`config.mk`:
```
export PLATFORM = sky130hd
export DESIGN_NAME = imem_dmem_arbiter
export DESIGN_NICKNAME = d
export VERILOG_FILES = /design/src/rtl/imem_dmem_arbiter.sv
export SDC_FILE = /design/constraint.sdc
export NUM_CORES = 1
export LEC_CHECK = 0
export BUFFER_PORTS_ARGS = -buffer_cell sky130_fd_sc_hd__buf_2
export CAP_MARGIN = 20
export CORE_AREA = 8 8 91 93
export DETAILED_ROUTE_END_ITERATION = 6
export DIE_AREA = 0 0 99 101
export GPL_TIMING_DRIVEN = 0
export HOLD_SLACK_MARGIN = 0.02
export PLACE_DENSITY = 0.66
export SYNTH_ARGS = -nofsm -noshare
export SYNTH_HDL_FRONTEND = slang
export SYNTH_SLANG_ARGS = --single-unit
```
`constraint.sdc`:
```
create_clock -name clk -period 3.25 [get_ports clk]
set_input_delay 0.4875 -clock clk [delete_from_list [all_inputs] [get_ports clk]]
set_output_delay 0.4875 -clock clk [all_outputs]
set_load 0.02 [all_outputs]
```
`src/rtl/imem_dmem_arbiter.sv`:
```
// Shares one single-port synchronous RAM between instruction fetch and data load/store.
// Data wins contention until the fetch-starvation streak limit forces a fetch grant.
module imem_dmem_arbiter #(
    parameter int ADDR_W          = 12,
    parameter int MAX_DATA_STREAK = 4
) (
    input  logic              clk,
    input  logic              rst,
    input  logic              if_req,
    input  logic [31:0]       if_addr,
    output logic              if_gnt,
    output logic              if_rvalid,
    output logic [31:0]       if_rdata,
    input  logic              d_req,
    input  logic              d_we,
    input  logic [3:0]        d_be,
    input  logic [31:0]       d_addr,
    input  logic [31:0]       d_wdata,
    output logic              d_gnt,
    output logic              d_rvalid,
    output logic [31:0]       d_rdata,
    output logic              mem_en,
    output logic [3:0]        mem_we,
    output logic [ADDR_W-1:0] mem_addr,
    output logic [31:0]       mem_wdata,
    input  logic [31:0]       mem_rdata
);

    localparam int SW = $clog2(MAX_DATA_STREAK + 1);
    localparam logic [SW-1:0] STREAK_MAX = SW'(MAX_DATA_STREAK);

    logic [SW-1:0] streak_q, streak_d;
    logic          if_pend_q, if_pend_d;
    logic          d_pend_q, d_pend_d;
    logic          force_if;

    always_comb begin
        if_gnt    = 1'b0;
        d_gnt     = 1'b0;
        mem_en    = 1'b0;
        mem_we    = 4'b0000;
        mem_addr  = '0;
        mem_wdata = 32'h0;
        force_if  = if_req && (streak_q == STREAK_MAX);

        if (!rst) begin
            if (d_req && !force_if) begin
                d_gnt = 1'b1;
            end else if (if_req) begin
                if_gnt = 1'b1;
            end
        end

        if (d_gnt) begin
            mem_en    = 1'b1;
            mem_we    = d_we ? d_be : 4'b0000;
            mem_addr  = d_addr[ADDR_W+1:2];
            mem_wdata = d_wdata;
        end else if (if_gnt) begin
            mem_en   = 1'b1;
            mem_addr = if_addr[ADDR_W+1:2];
        end

        // Streak only measures how long a waiting fetch has been passed over.
        if (!if_req || if_gnt) begin
            streak_d = '0;
        end else if (d_gnt && (streak_q != STREAK_MAX)) begin
            streak_d = streak_q + 1'b1;
        end else begin
            streak_d = streak_q;
        end

        if_pend_d = if_gnt;
        d_pend_d  = d_gnt && !d_we;
    end

    always_ff @(posedge clk) begin
        if (rst) begin
            streak_q  <= '0;
            if_pend_q <= 1'b0;
            d_pend_q  <= 1'b0;
        end else begin
            streak_q  <= streak_d;
            if_pend_q <= if_pend_d;
            d_pend_q  <= d_pend_d;
        end
    end

    // Gating with rst drops a response whose grant was immediately followed by reset.
    assign if_rvalid = if_pend_q && !rst;
    assign d_rvalid  = d_pend_q && !rst;
    assign if_rdata  = if_rvalid ? mem_rdata : 32'h0;
    assign d_rdata   = d_rvalid ? mem_rdata : 32'h0;

    logic unused_addr_bits;
    assign unused_addr_bits = ^{if_addr[31:ADDR_W+2], if_addr[1:0],
                                d_addr[31:ADDR_W+2], d_addr[1:0]};

endmodule

```
==> metrics.md <==
| Metric | Value |
|---|---|
| Outcome | finished, final reports clean |
| Drt drc | 0 |
| TritonRoute pass-1 iters | 4 |
| Reg2reg path depth | 7 |
| Final hold violation count | 0 |
| Postcts setup bufs | 0 |
| DR WL met3 | about 1100 µm |
| Worst min path class | reg2reg |
| Mapped Area | between 1000 and 1500 µm² |
| Post-synthesis register bit count | 5 |
| Main synth FF type | dfxtp_1 |
| Final Cycle Share | around 71% |
| PwrDens | about 170 nW/µm² |
| Met1 WL | about 2400 µm |
| Area grow syn2layout | 115% |
| DPL Wire Length | 6240 µm |
| DR vias/cell | 4.32 |
| Initial core utilization | approximately 15% |
| RSZ-0062 raised after global routing | false |
| IO Port Bufs | ~210 |
| I/O pin count | 254 |
| Worst-Margin Slew | around 0.42 ns |
| Vias in the first global route | 2144 |
| Cell with the most instances after synthesis | and2_1 |
| Final ANT Viol Nets | 0 |
| Post-synth ARST share | 0% |
| Share of cells above drive strength 1 | 60.1% |
| CP Launch Type | flop |
| FILL cells | 760 |
| Synthesized instance count | about 150 |
| CTS buffer count | 3 |
| Area fraction of the dominant cell type after synthesis | between 30 and 40% |
| Die Ht | roughly 100 µm |
| Non-Filler Instances | approximately 450 |
| Slew Limit Fails | 0 |
| Top layer in use | met4 |
| Min cycle time layout | ~2.3 ns |
| Inst Count DP | between 400 and 500 |
| Post-CTS resize count | 0 |
| Metal2 WL | around 3300 µm |
| Final nets | roughly 500 |
| First-pass GRT wire length | a little over 10000 µm |
| Routed wire length | between 6000 and 7000 µm |
| Grt ovf | 0 |
| Clock transition at path regs | around 0.030 ns |
| Post-DP Area | between 2000 and 2500 µm² |
| Max VDD drop | between 0.1 and 0.15 mV |
| Total GRT Usage | between 10 and 15% |
| TritonCTS clock tree | built |
| Die Wd | approximately 100 µm |
| Worst hold stages | 1 |
| CTS Buffer Depth | 2 |
| Top cells by count, synth | and2_1, and3_1, a22o_1, clkbuf_1, dfxtp_1 |
| Post-synthesis cell type count | 21 |
| Routed length per placed instance | between 15 and 20 µm |
| Max-cap violations | 0 |
| Clock Latency Late Sink | ~0.22 ns |
| Util after Layout | between 30% and 40% |
| Worst Skew | between 0.0005 and 0.0006 ns |
| Post-Place Setup Slack | between 1 and 1.5 ns |
| Vias | slightly below 2000 |
| Leak | between 1.5 and 2 nW |
| Root Buffer Master | clkbuf_8 |
| Max-slew headroom | between 70 and 80% |
| Worst setup path start | streak_q[0] |
| Fmax | about 430 MHz |
| Placer congestion estimate | 0.870 |
| WP data required | around 2.8 ns |
| Area contributors post-synth | and2_1, and3_1, a22o_1 |
| Post-CTS Hold Fix Bufs | 0 |
| Final setup viols | 0 |
| CTS H-Tree Depth | 1 |
| CP Data Arrival Time | between 1.5 and 2 ns |
| Post-Syn Area per Cell | between 6 and 7 µm² |
| WS Path Type | reg2out |
| CP Capture Point | mem_addr[9] |
| Crit-path max FO | 10 |
| Worst r2r dst | d_pend_q |
| EDFF count, synth | 0 |
| Syn_nets | 293 |
| Fin area | 2270 µm² |
| Ant diodes | 0 |
| R2R setup slack | 1.81 ns |
| Reg-to-reg critical path startpoint | streak_q[0] |
| Core area | between 6000 and 7000 µm² |
| Row count | 31 |
| Setup tns final | 0 ns |
| Die area | 10000 µm² |
| Clock net sink count | 5 |
| Iter 0 DRT Violations | 26 |
| Largest net degree at the start of global routing | 11 |
| CP Capture Type | output port |
| Post-route setup slack | 0.926 ns |
| Register area share after synthesis | roughly a tenth |
| Leading area contributor after synthesis | and2_1 |
| Initial antenna violation count | 0 |
| Warnings from Yosys | 0 |
[cells in the final DEF (no fill, tap or decap), drive strengths merged]
master,count
nand3,1
nor2,4
inv,2
buf,216
nor2b,4
ha,2
nand2,2
dfxtp,5
and2,65
a22o,12
and4,1
nor3b,1
a21oi,2
mux2i,1
nand2b,1
and3,36
clkbuf,16
[sequential cells by signal (all words and copies together), names as in the netlist]
signal     cells
streak_q       3
d_pend_q       1
if_pend_q      1
[metal layers]
metal  up-vias  global-route usage, %
li1        949                      -
met1       833                   10.9
met2       164                   23.5
met3         9                   7.04
met4         0                   3.42
met5         -                      0
[worst min-delay path by stage]
stage	from	slack (ns)	end
after detailed placement	streak_q[0]	0.45	streak_q[0]
after global routing	streak_q[0]	0.50	streak_q[0]
final	streak_q[0]	0.46	streak_q[0]
after CTS	streak_q[0]	0.46	streak_q[0]
after global placement	streak_q[0]	0.45	streak_q[0]
after floorplan	streak_q[0]	0.42	streak_q[0]
[where the power goes]
group	switching, mW	leakage, nW	internal (mW)
sequential	0.000630	0.0408	0.0634
combinational	0.118	1.53	0.0973
clock	0.0301	0.0228	0.0842
total	0.149	1.59	0.245
[area by class of cell]
type / count / area (µm²) / share of cell area [%]
clock buffer: 4 / 45.0 / 1.98
buffer: 15 / 72.6 / 3.20
sequential: 5 / 100 / 4.41
inverter: 2 / 7.51 / 0.331
multi-input combinational: 132 / 876 / 38.6
tap: 82 / 103 / 4.52
timing repair buffer: 213 / 1070 / 47.0
[stage by stage]
step / power [mW] / hold WS (ns)
4_1_cts: 0.402 / 0.458
2_1_floorplan: 0.171 / 0.425
3_3_place_gp: 0.280 / 0.449
5_1_grt: 0.422 / 0.498
6_report: 0.394 / 0.459
3_5_place_dp: 0.283 / 0.454
[kinds of logic after synthesis]
logic type	after synthesis	share of synthesized area, %
DFF	5	9.48
adders and majority gates	2	2.37
muxes	1	0.948
buffers and inverters	17	7.58
AOI/OAI and AO/OA	14	11.3
and+or+nand+nor	115	68.4
[worst max-delay path: stages, from the launching register on]
cell and delay (ns):
dfxtp_1 0.32, inv_1 0.06, ha_1 0.20, nand3_2 0.16
and2_4 0.20, buf_6 0.13, buf_6 0.13, a22o_1 0.25
buf_2 0.16
Note: power is estimated with default switching activity, not from simulation.
